`config.mk`:
```
export PLATFORM = sky130hd
export DESIGN_NAME = multicycle_ctrl_flat
export DESIGN_NICKNAME = d
export VERILOG_FILES = /design/src/rtl/multicycle_ctrl_if.sv /design/src/rtl/multicycle_ctrl.sv /design/src/flat_wrapper.sv
export SDC_FILE = /design/constraint.sdc
export NUM_CORES = 1
export LEC_CHECK = 0
export CORE_MARGIN = 5
export CORE_UTILIZATION = 25
export DETAILED_ROUTE_END_ITERATION = 8
export DONT_BUFFER_PORTS = 1
export GPL_ROUTABILITY_DRIVEN = 1
export HOLD_SLACK_MARGIN = 0.08
export PLACE_DENSITY = 0.5
export SLEW_MARGIN = 20
export SYNTH_ARGS = -nofsm -noshare
export SYNTH_HDL_FRONTEND = slang
export SYNTH_SLANG_ARGS = --single-unit
```
`constraint.sdc`:
```
create_clock -name Clk -period 3.2 [get_ports Clk]
set_clock_uncertainty 0.1 [all_clocks]
set_input_delay 0.64 -clock Clk [delete_from_list [all_inputs] [get_ports Clk]]
set_output_delay 0.64 -clock Clk [all_outputs]
set_load 0.01 [all_outputs]
```
`src/rtl/multicycle_ctrl_if.sv`:
```
// Control bundle between the multi-cycle sequencer and the RV32 datapath.
// The master side is the sequencer; the slave side is the datapath/memory.
interface multicycle_ctrl_if;
  logic [6:0] opcode;
  logic       Zero;
  logic       MemReady;
  logic       PCWrite;
  logic       AdrSrc;
  logic       IRWrite;
  logic       MemWrite;
  logic       RegWrite;
  logic [1:0] ResultSrc;
  logic [1:0] ALUSrcA;
  logic [1:0] ALUSrcB;
  logic [1:0] ALUOp;
  logic       InstrDone;
  logic       Illegal;
  logic [3:0] State_dbg;

  modport master (
    input  opcode, Zero, MemReady,
    output PCWrite, AdrSrc, IRWrite, MemWrite, RegWrite, ResultSrc,
           ALUSrcA, ALUSrcB, ALUOp, InstrDone, Illegal, State_dbg
  );

  modport slave (
    output opcode, Zero, MemReady,
    input  PCWrite, AdrSrc, IRWrite, MemWrite, RegWrite, ResultSrc,
           ALUSrcA, ALUSrcB, ALUOp, InstrDone, Illegal, State_dbg
  );
endinterface

```
`src/rtl/multicycle_ctrl.sv`:
```
// Multi-cycle control sequencer for the RV32 integer datapath.
// Steps each instruction through fetch/decode/execute/memory/writeback,
// stretching the memory states with the MemReady handshake. Outputs are
// decoded from state, with IRWrite/PCWrite/InstrDone carrying the Mealy
// terms on MemReady and Zero. Write enables are gated off while Rst is high
// so an abandoned instruction cannot produce a partial write.
module multicycle_ctrl (
  input  logic               Clk,
  input  logic               Rst,
  multicycle_ctrl_if.master  bus
);

  typedef enum logic [3:0] {
    FETCH    = 4'd0,
    DECODE   = 4'd1,
    MEMADR   = 4'd2,
    MEMREAD  = 4'd3,
    MEMWB    = 4'd4,
    MEMWRITE = 4'd5,
    EXECR    = 4'd6,
    EXECI    = 4'd7,
    ALUWB    = 4'd8,
    BEQ      = 4'd9,
    JAL      = 4'd10,
    TRAP     = 4'd11
  } state_t;

  localparam logic [6:0] OP_LW   = 7'b0000011;
  localparam logic [6:0] OP_SW   = 7'b0100011;
  localparam logic [6:0] OP_RTYP = 7'b0110011;
  localparam logic [6:0] OP_IALU = 7'b0010011;
  localparam logic [6:0] OP_BEQ  = 7'b1100011;
  localparam logic [6:0] OP_JAL  = 7'b1101111;

  state_t     state_r;
  state_t     state_nxt_s;
  logic       illegal_r;

  logic       pc_write_s;
  logic       adr_src_s;
  logic       ir_write_s;
  logic       mem_write_s;
  logic       reg_write_s;
  logic [1:0] result_src_s;
  logic [1:0] alu_src_a_s;
  logic [1:0] alu_src_b_s;
  logic [1:0] alu_op_s;
  logic       instr_done_s;

  // State register; reset returns to FETCH immediately.
  always_ff @(posedge Clk or posedge Rst) begin
    if (Rst) begin
      state_r <= FETCH;
    end else begin
      state_r <= state_nxt_s;
    end
  end

  // Sticky illegal flag, set when DECODE dispatches to TRAP.
  always_ff @(posedge Clk or posedge Rst) begin
    if (Rst) begin
      illegal_r <= 1'b0;
    end else if ((state_r == DECODE) && (state_nxt_s == TRAP)) begin
      illegal_r <= 1'b1;
    end else begin
      illegal_r <= illegal_r;
    end
  end

  // Next-state and per-state control decode.
  always_comb begin
    state_nxt_s  = state_r;
    pc_write_s   = 1'b0;
    adr_src_s    = 1'b0;
    ir_write_s   = 1'b0;
    mem_write_s  = 1'b0;
    reg_write_s  = 1'b0;
    result_src_s = 2'b00;
    alu_src_a_s  = 2'b00;
    alu_src_b_s  = 2'b00;
    alu_op_s     = 2'b00;
    instr_done_s = 1'b0;
    case (state_r)
      FETCH: begin
        adr_src_s    = 1'b0;
        alu_src_a_s  = 2'b00;
        alu_src_b_s  = 2'b10;
        alu_op_s     = 2'b00;
        result_src_s = 2'b10;
        ir_write_s   = bus.MemReady;
        pc_write_s   = bus.MemReady;
        if (bus.MemReady) begin
          state_nxt_s = DECODE;
        end else begin
          state_nxt_s = FETCH;
        end
      end
      DECODE: begin
        // PC-relative target computed here lands in ALUOut for BEQ.
        alu_src_a_s = 2'b01;
        alu_src_b_s = 2'b01;
        alu_op_s    = 2'b00;
        case (bus.opcode)
          OP_LW:   state_nxt_s = MEMADR;
          OP_SW:   state_nxt_s = MEMADR;
          OP_RTYP: state_nxt_s = EXECR;
          OP_IALU: state_nxt_s = EXECI;
          OP_BEQ:  state_nxt_s = BEQ;
          OP_JAL:  state_nxt_s = JAL;
          default: state_nxt_s = TRAP;
        endcase
      end
      MEMADR: begin
        alu_src_a_s = 2'b10;
        alu_src_b_s = 2'b01;
        alu_op_s    = 2'b00;
        if (bus.opcode == OP_SW) begin
          state_nxt_s = MEMWRITE;
        end else begin
          state_nxt_s = MEMREAD;
        end
      end
      MEMREAD: begin
        adr_src_s    = 1'b1;
        result_src_s = 2'b00;
        if (bus.MemReady) begin
          state_nxt_s = MEMWB;
        end else begin
          state_nxt_s = MEMREAD;
        end
      end
      MEMWB: begin
        result_src_s = 2'b01;
        reg_write_s  = 1'b1;
        instr_done_s = 1'b1;
        state_nxt_s  = FETCH;
      end
      MEMWRITE: begin
        // Write is held every cycle; memory tolerates the repeat.
        adr_src_s    = 1'b1;
        result_src_s = 2'b00;
        mem_write_s  = 1'b1;
        instr_done_s = bus.MemReady;
        if (bus.MemReady) begin
          state_nxt_s = FETCH;
        end else begin
          state_nxt_s = MEMWRITE;
        end
      end
      EXECR: begin
        alu_src_a_s = 2'b10;
        alu_src_b_s = 2'b00;
        alu_op_s    = 2'b10;
        state_nxt_s = ALUWB;
      end
      EXECI: begin
        alu_src_a_s = 2'b10;
        alu_src_b_s = 2'b01;
        alu_op_s    = 2'b10;
        state_nxt_s = ALUWB;
      end
      ALUWB: begin
        result_src_s = 2'b00;
        reg_write_s  = 1'b1;
        instr_done_s = 1'b1;
        state_nxt_s  = FETCH;
      end
      BEQ: begin
        alu_src_a_s  = 2'b10;
        alu_src_b_s  = 2'b00;
        alu_op_s     = 2'b01;
        result_src_s = 2'b00;
        pc_write_s   = bus.Zero;
        instr_done_s = 1'b1;
        state_nxt_s  = FETCH;
      end
      JAL: begin
        alu_src_a_s  = 2'b01;
        alu_src_b_s  = 2'b10;
        alu_op_s     = 2'b00;
        result_src_s = 2'b00;
        pc_write_s   = 1'b1;
        state_nxt_s  = ALUWB;
      end
      TRAP: begin
        state_nxt_s = TRAP;
      end
      default: begin
        // Unused encodings recover to FETCH.
        state_nxt_s = FETCH;
      end
    endcase
  end

  // Enables are forced off while Rst is high, independent of MemReady.
  assign bus.PCWrite   = pc_write_s   & ~Rst;
  assign bus.IRWrite   = ir_write_s   & ~Rst;
  assign bus.MemWrite  = mem_write_s  & ~Rst;
  assign bus.RegWrite  = reg_write_s  & ~Rst;
  assign bus.InstrDone = instr_done_s & ~Rst;
  assign bus.AdrSrc    = adr_src_s;
  assign bus.ResultSrc = result_src_s;
  assign bus.ALUSrcA   = alu_src_a_s;
  assign bus.ALUSrcB   = alu_src_b_s;
  assign bus.ALUOp     = alu_op_s;
  assign bus.Illegal   = illegal_r;
  assign bus.State_dbg = state_r;

endmodule

```
`src/flat_wrapper.sv`:
```
// flat-port wrapper written by rule: the top's interface ports become plain ports
module multicycle_ctrl_flat 
  (Clk, Rst, bus_opcode, bus_Zero, bus_MemReady, bus_PCWrite, bus_AdrSrc, bus_IRWrite, bus_MemWrite, bus_RegWrite, bus_ResultSrc, bus_ALUSrcA, bus_ALUSrcB, bus_ALUOp, bus_InstrDone, bus_Illegal, bus_State_dbg);
  multicycle_ctrl_if bus_i ();
  input  logic Clk;
  input  logic Rst;
  input wire logic [$bits(bus_i.opcode)-1:0] bus_opcode;
  input wire logic [$bits(bus_i.Zero)-1:0] bus_Zero;
  input wire logic [$bits(bus_i.MemReady)-1:0] bus_MemReady;
  output wire logic [$bits(bus_i.PCWrite)-1:0] bus_PCWrite;
  output wire logic [$bits(bus_i.AdrSrc)-1:0] bus_AdrSrc;
  output wire logic [$bits(bus_i.IRWrite)-1:0] bus_IRWrite;
  output wire logic [$bits(bus_i.MemWrite)-1:0] bus_MemWrite;
  output wire logic [$bits(bus_i.RegWrite)-1:0] bus_RegWrite;
  output wire logic [$bits(bus_i.ResultSrc)-1:0] bus_ResultSrc;
  output wire logic [$bits(bus_i.ALUSrcA)-1:0] bus_ALUSrcA;
  output wire logic [$bits(bus_i.ALUSrcB)-1:0] bus_ALUSrcB;
  output wire logic [$bits(bus_i.ALUOp)-1:0] bus_ALUOp;
  output wire logic [$bits(bus_i.InstrDone)-1:0] bus_InstrDone;
  output wire logic [$bits(bus_i.Illegal)-1:0] bus_Illegal;
  output wire logic [$bits(bus_i.State_dbg)-1:0] bus_State_dbg;
  assign bus_i.opcode = bus_opcode;
  assign bus_i.Zero = bus_Zero;
  assign bus_i.MemReady = bus_MemReady;
  assign bus_PCWrite = bus_i.PCWrite;
  assign bus_AdrSrc = bus_i.AdrSrc;
  assign bus_IRWrite = bus_i.IRWrite;
  assign bus_MemWrite = bus_i.MemWrite;
  assign bus_RegWrite = bus_i.RegWrite;
  assign bus_ResultSrc = bus_i.ResultSrc;
  assign bus_ALUSrcA = bus_i.ALUSrcA;
  assign bus_ALUSrcB = bus_i.ALUSrcB;
  assign bus_ALUOp = bus_i.ALUOp;
  assign bus_InstrDone = bus_i.InstrDone;
  assign bus_Illegal = bus_i.Illegal;
  assign bus_State_dbg = bus_i.State_dbg;
  multicycle_ctrl u_core (.Clk(Clk), .Rst(Rst), .bus(bus_i));
endmodule
```
* Yosys cells after proc, flatten, opt, wreduce, memory -nomap -nowiden
Index checks and enable logic that the tools add are counted.
W data, S select, Z words.
** Cells by class
- Equal/unequal tests :: 18
- Muxes and demuxes :: 16
- Bitwise operators :: 6
- Reduce and logical (&&, ||, !) cells :: 12
** Operator list (number)
- $pmux W4 S7 :: 1
- $eq A4 B4 Y1 const B :: 5
- $pmux W4 S5 :: 1
- $eq A4 B3 Y1 const B :: 4
- $pmux W2 S2 :: 4
- $eq A7 B6 Y1 const B :: 2
- $eq A7 B7 Y1 const B :: 2
- $reduce_or A2 Y1 :: 6
- $mux W3 :: 3
- $reduce_or A3 Y1 :: 3
- $eq A4 B2 Y1 const B :: 2
- $eq A7 B2 Y1 const B :: 1
- $eq A7 B5 Y1 const B :: 1
- $and A1 B1 Y1 :: 5
- $mux W1 :: 5
- $eq A4 B1 Y1 const B :: 1
- $logic_not A4 Y1 :: 1
- $reduce_or A4 Y1 :: 1
- $pmux W1 S3 :: 1
- $pmux W1 S2 :: 1
- $logic_and A1 B1 Y1 :: 1
- $not A1 Y1 :: 1
** Storage, ports and cells
- Register bits after elaboration :: 5
- Input port bits :: 11
- Output and inout port bits :: 19
- Logic and storage cells :: 54

* Logic depth before layout (Yosys ltp)
Gate-level depths: netlist of the first run.
- Word-level depth :: 6
- Depth in mapped cells :: 5
- Mapped depth without buffers :: 4

* Worst setup path before layout of the first run
Ideal clock, no wire load.
- Path type :: register to output
- From :: register u_core.state_r[3] (netlist: u_core.bus.State_dbg[3])
- To :: output port bus_ALUSrcA[1]
- Arrival :: 1.398 ns
- Slack :: 1.062 ns
- Stages on the path, launching flop included :: 5
- Cells stage by stage :: dfrtp_1 clkbuf_1 nor2b_1 nor2b_1 or3_1
** Between the ends
- Word-level cells in the longest chain between the ends :: 3
** Ends and longest elaborated chain
- from (decl) :: line multicycle_ctrl.sv:35 : state_t state_r;
- from (signal assigned) :: line multicycle_ctrl.sv:55 : state_r <= state_nxt_s;
- $eq A4 B4 Y1, or another cell as far along :: line multicycle_ctrl.sv:83 : case (state_r)
- $reduce_or A4 Y1 (no line) / $reduce_or A2 Y1 (equally long branches)
- $pmux W2 S2 (*) :: line multicycle_ctrl.sv:83
- to (decl) :: line flat_wrapper.sv:16 : output wire logic [$bits(bus_i.ALUSrcA)-1:0] bus_ALUSrcA;
Every way passes the cells marked *; elsewhere a longest branch is shown, timed or not.

* Final worst setup path of the first run
- From :: register u_core.state_r[1] (netlist: u_core.bus.State_dbg[1])
- To :: output port bus_ALUSrcA[1]
The elaborated chain is that of the path after synthesis.

==> metrics.md, run 1 <==
| Metric | Value |
|---|---|
| Worst-path fanout max | `18` |
| Critical path launch point | `u_core.bus.State_dbg[1]` |
| Core area | `0.002255 mm2` |
| Placer congestion estimate | `0.7775` |
| Total gr overflow | `0` |
| Drt total wl | `1705 um` |
| Non-Filler Instances | `108` |
| Pin count of the biggest net entering global routing | `20` |
| Die area | `0.003476 mm2` |
| CP Launch Type | `flip-flop` |
| Synth cell count leaders | `nor2_1, nor3_1, nand2b_1, clkbuf_1, dfrtp_1` |
| RSZ-0062 raised after global routing | `false` |
| Status | `completed` |
| Layout cells sized above 1 | `0.08750` |
| Setup TNS | `0 ns` |
| TritonCTS buffer count | `3` |
| Worst Path Arrival | `1.82 ns` |
| Worst hold margin | `0.08536 ns` |
| Hold_buf cts | `0` |
| Sequential share of the synthesized area | `0.2088` |
| Max Slew Vio Count | `0` |
| Biggest area consumer among synthesized cells | `dfrtp_1` |
| Post-DP HPWL | `1292 um` |
| Synth Instances | `82` |
| # rows | `17` |
| Hold Path Class | `in -> async` |
| Slowest CP cell | `dfrtp_1` |
| Via density | `5.611` |
| Leak Pwr | `0.2181 nW` |
| Count leader, synth | `nor2_1` |
| Max stage delay on crit path | `0.74 ns` |
| Worst-skew pair later-pin latency | `0.24 ns` |
| Flops & latches, synth | `5` |
| DRT iter0 DRCs | `12` |
| Critical Path RT | `2.46 ns` |
| Period Utilization, post-route | `0.8010` |
| Syn. warnings | `0` |
| Reg2reg setup slack | `0.97 ns` |
| Fraction of registers with async set/reset | `1.000` |
| Port Buffers | `0` |
| First-pass GRT wire length | `2615 um` |
| Clock Root Buffer | `clkbuf_4` |
| Syn nets | `93` |
| ANT cells | `0` |
| Placed cells | `104` |
| Postcts setup bufs | `0` |
| Cell area after synthesis | `599.3 um2` |
| Final hold violation count | `0` |
| Reg2reg end | `u_core.bus.Illegal` |
| Initial antenna violation count | `0` |
| Crit path cell chain | `nor4b_1, or3_1` |
| WS Path Type | `reg -> out` |
| TritonCTS clock tree | `built` |
| Maximum vdd drop | `0.0004349 V` |
| Number of nets with antenna violations after routing | `0` |
| Reg2reg start | `u_core.bus.State_dbg[1]` |
| Synth top area cells | `dfrtp_1, nor3_1, nand2b_1, nor2_1, nor2b_1` |
| Die W | `58.96 um` |
| Top-area cell type share of the netlist area | `0.2088` |
| Max_cap viols | `0` |
| Final Core Density | `0.2797` |
| Syn_area_per_cell | `7.309 um2` |
| Clock slew at reported path FFs | `0.04 ns` |
| Initial core utilization | `0.2658` |
| Cell variety after synth | `35` |
| Final setup viols | `0` |
| H-tree levels | `1` |
| Post-layout net count | `92` |
| Ports | `30` |
| Drt pass-1 iters | `4` |
| Post-CTS Resized | `0` |
| Fmax | `390.1 MHz` |
| # clock sinks | `5` |
| Per-cell routed wire length | `15.79 um` |
| Relative slew slack | `0.5295` |
| Primary FF master, synth | `dfrtp_1` |
| Critical path capture point type | `primary output` |
| Final Critical Period | `2.563 ns` |
| Vias | `606` |
| Pwr dens | `937.4 mW/mm2` |
| Slew of the pin with the lowest slew margin | `0.6879 ns` |
| Worst r2r path cells | `4` |
| GRT Total Usage | `0.09816` |
| Number of global-route vias before repair | `511` |
| Total design power | `0.0005911 W` |
| Clk buf depth | `2` |
| # DRC | `0` |
| Layout area overhead | `5.219%` |
| EDFF count, synth | `0` |
| Setup crit end | `bus_ALUSrcA[1]` |
| Die span in y | `58.96 um` |
==> sequential cells by signal, summed over array words and instances, names as in the netlist <==
signal / cells
u_core.bus.State_dbg: 4
u_core.bus.Illegal: 1
==> stage by stage <==
| stage | area (um2) | setup slack, ns |
|---|---|---|
| 2_1_floorplan | 599.3 | 1.062 |
| 3_3_place_gp | 604.3 | 0.9199 |
| 3_5_place_dp | 604.3 | 0.8821 |
| 4_1_cts | 630.6 | 0.6051 |
| 5_1_grt | 630.6 | 0.5091 |
| 6_report | 630.6 | 0.6367 |
==> critical path, delay by kind of cell (launching register included) <==
| family | cells | cell delay (ns) |
|---|---|---|
| DFF | 1 | 0.74 |
| and+or+nand+nor | 2 | 0.84 |
==> cell usage in the layout, fill, tap and decap left out, types with 2 or more instances in the layout <==
cell,instances
a21oi_1,4
clkbuf_4,3
dfrtp_1,5
inv_1,3
nand2_1,3
nand2b_1,6
nand3_1,2
nor2_1,10
nor2b_1,4
nor3_1,8
nor3b_1,2
nor4_1,3
o21ai_0,3
o22ai_1,2
xnor2_1,2
==> cells by family (layout without fill, tap and decap cells) <==
| logic type | after synthesis | count (layout) | share of synthesized area |
|---|---|---|---|
| XOR/XNOR | 3 | 3 | 0.04385 |
| multiplexers | 1 | 1 | 0.01670 |
| flip-flops | 5 | 5 | 0.2088 |
| AO/OA/AOI/OAI | 15 | 15 | 0.1754 |
| AND/OR/NAND/NOR | 49 | 49 | 0.4865 |
| buffers and inverters | 9 | 7 | 0.06889 |
==> layer usage <==
metal / vias up / GRT usage / share of wire
li1: 303 / - / -
met1: 277 / 0.1313 / 0.43
met2: 26 / 0.1293 / 0.43
met3: 0 / 0.06579 / 0.14
met4: 0 / 0.01942 / 0
met5: - / 0 / 0
==> final cells by class <==
class | instances | area [um2]
fill | 266 | 1624
multi-input combinational | 68 | 432.9
sequential | 5 | 125.1
tap | 28 | 35.03
clock buffer | 4 | 26.28
inverter | 3 | 11.26
==> worst min-delay path by stage <==
stage          from                      end  slack (ns)  cells past startpoint
6_report        Rst  u_core.bus.State_dbg[1]        0.09                      1
5_1_grt         Rst  u_core.bus.State_dbg[1]         0.1                      1
4_1_cts         Rst  u_core.bus.State_dbg[1]        0.08                      1
3_5_place_dp    Rst  u_core.bus.State_dbg[1]        0.34                      1
3_3_place_gp    Rst  u_core.bus.State_dbg[3]        0.33                      1
2_1_floorplan   Rst       u_core.bus.Illegal        0.32                      1
==> report_power, final <==
group | switching, W | internal, W | leakage [nW]
Sequential | 0.000116 | 0.0000842 | 0.0591
Combinational | 0.000182 | 0.000138 | 0.144
Clock | 0.0000239 | 0.0000470 | 0.0150
Total | 0.000322 | 0.000269 | 0.218
(Power assumes the default switching activity.)
==> inputs of run 2 (changes only) <==
PLACE_DENSITY = 0.52   (was 0.5)
clock period = 2.1 ns   (was 3.2 ns; I/O delays follow)
==> metrics.md, run 2 (synthesis results as in run 1) <==
| Metric | Value |
|---|---|
| Switching Share | `0.5081 (-0.03720)` |
| DRT iter0 DRCs | `22 (+10)` |
| TritonCTS buffer count | `3 (unchanged)` |
| Critical path launch point | `u_core.bus.State_dbg[3]` |
| Worst Path Arrival | `1.45 ns (-0.37 ns)` |
| Final Critical Period | `1.970 ns` |
| Hold_sp | `bus_MemReady` |
| Vias | `643 (+6.1%)` |
| Clock power share | `0.110 (-0.010)` |
| Number of global-route vias before repair | `621 (+22%)` |
| WS Path Type | `reg -> out` |
| Int Pwr | `0.0004991 W (+86%)` |
| Leading cell types in the layout, fill and taps excluded | `nor2_1, buf_4, nor3_1, nand2b_1` |
| Pwr dens | `1391 mW/mm2 (+48%)` |
| Max_cap viols | `0 (unchanged)` |
| Via density | `5.358 (-4.5%)` |
| RSZ-0062 raised after global routing | `false` |
| Core area | `0.002255 mm2 (unchanged)` |
| Drt total wl | `1772 um (+3.9%)` |
| Max Slew Vio Count | `0 (unchanged)` |
| Filler cells | `251 (-5.6%)` |
| Total gr overflow | `0 (unchanged)` |
| CP Launch Type | `flip-flop` |
| Reg2reg start | `u_core.bus.State_dbg[3]` |
| # DRC | `0 (unchanged)` |
| Max stage delay on crit path | `0.46 ns (-0.28 ns)` |
| ANT cells | `0 (unchanged)` |
| Clock slew at reported path FFs | `0.04 ns (about the same)` |
| H-tree levels | `1 (unchanged)` |
| Placed cell areas | `679.4 um2 (+12%)` |
| Crit path max-delay family | `flip-flops` |
| Status | `completed` |
| Die span in y | `58.96 um (unchanged)` |
| Largest register FFs | `4 (unchanged)` |
| Layout area overhead | `21.71%` |
| First-pass GRT wire length | `2994 um (+14%)` |
| # rows | `17 (unchanged)` |
| Final setup viols | `0 (unchanged)` |
| Drt pass-1 iters | `4 (unchanged)` |
| Setup TNS | `0 ns (unchanged)` |
| Crit path cell chain | `clkbuf_2, nor2b_1, nor2_1, nor4_1, buf_4` |
| Die W | `58.96 um (unchanged)` |
| Port Buffers | `0 (unchanged)` |
| Layout cells sized above 1 | `0.2283 (+0.1408)` |
| Clock Root Buffer | `clkbuf_4` |
| Leak Pwr | `0.2784 nW (+28%)` |
| Maximum vdd drop | `0.0004987 V (+15%)` |
| Clk buf depth | `2 (unchanged)` |
| Switching power | `0.0005155 W (+60%)` |
| Die area | `0.003476 mm2 (unchanged)` |
| Initial antenna violation count | `0 (unchanged)` |
| Placer congestion estimate | `0.8009 (+3.0%)` |
| Slew of the pin with the lowest slew margin | `0.5796 ns (-0.1083 ns)` |
| Worst-path fanout max | `8 (-10)` |
| Comb pwr share | `0.670 (+0.129)` |
| Critical path capture point type | `primary output` |
| Post-DP HPWL | `1376 um (+6.5%)` |
| Slowest CP cell | `dfrtp_2` |
| Worst hold margin | `0.2886 ns (+0.2032 ns)` |
| Final hold violation count | `0 (unchanged)` |
| Relative slew slack | `0.6036 (+0.07406)` |
| GRT Total Usage | `0.1099 (+0.01170)` |
| # clock sinks | `5 (unchanged)` |
| TritonCTS clock tree | `built` |
| Crit path buf inv count | `2 (+2)` |
| Initial core utilization | `0.2658 (unchanged)` |
| Share of power burned in registers | `0.220 (-0.120)` |
| Fin area | `729.5 um2 (+16%)` |
| Pin count of the biggest net entering global routing | `17 (-15%)` |
| Post-layout net count | `104 (+13%)` |
| Critical Path RT | `1.58 ns (-0.88 ns)` |
| Worst-skew pair later-pin latency | `0.24 ns (about the same)` |
| Per-cell routed wire length | `14.77 um (-6.5%)` |
| Hold Path Class | `in -> reg` |
| Number of nets with antenna violations after routing | `0 (unchanged)` |
| Ports | `30 (unchanged)` |
| Period Utilization, post-route | `0.9380` |
| Fmax | `507.7 MHz` |
## run 2: cell count changes in the layout (fill, tap and decap cells not counted), sizes merged
cell,before,now
buf,0,10
dlygate4sd3,0,1
clkbuf,4,5
## run 2: final timing paths
path                       cells after the start  slack (ns)                       to
setup / recovery                               5        0.13             bus_RegWrite
hold / removal                                 2        0.29  u_core.bus.State_dbg[2]
setup reg to reg                               5        0.19       u_core.bus.Illegal
hold reg to reg                                1        0.46       u_core.bus.Illegal
max in group asynchronous                      2        1.26  u_core.bus.State_dbg[0]
min in group asynchronous                      2        0.45       u_core.bus.Illegal
## run 2: timing repair
action,in CTS,in global routing
setup buffers,0,1
resized for setup,0,4
endpoints found under the hold margin,5,0
hold buffers,1,0
setup endpoints to repair,0,5
## run 2: metrics by stage
step	total power (W)	worst slack, ns	utilization	instances
after global routing	0.001125	0.007131	0.3235	120
after CTS	0.0009969	0.01997	0.3174	119
after detailed placement	0.0008767	0.1802	0.3013	114
after floorplan	0.0007168	0.1817	-	82
after global placement	0.0008758	0.1767	0.3013	114
final	0.001015	0.1302	0.3235	120
## run 2: metal layers
metal,routed length (um),GRT usage,vias up
li1,-,-,323
met4,15,0.04854,0
met3,267,0.05263,2
met5,0,0,-
met1,761,0.1380,291
met2,728,0.1577,27
## run 2: final cells by class
class / count / area [um2] / share of cell area
multi-input cells: 68 / 439.2 / 0.6021
flip-flops and latches: 5 / 127.6 / 0.1750
repair buffers: 12 / 90.09 / 0.1235
well taps: 28 / 35.03 / 0.04803
clock buffers: 4 / 26.28 / 0.03602
inverters: 3 / 11.26 / 0.01544
## run 2: power by group through the flow
stage / clock network [W] / logic, W / registers (W)
floorplan: 0 / 0.000532 / 0.000185
global placement: 0 / 0.000656 / 0.000220
detailed placement: 0 / 0.000653 / 0.000224
CTS: 0.000115 / 0.000659 / 0.000223
global route: 0.000120 / 0.000767 / 0.000237
finish: 0.000112 / 0.000680 / 0.000223
==> inputs of run 3 (changes only) <==
CAP_MARGIN = 10   (was not set)
==> results of run 3 <==
Same layout as run 2: the final DEF is identical, and so are final timing and power.
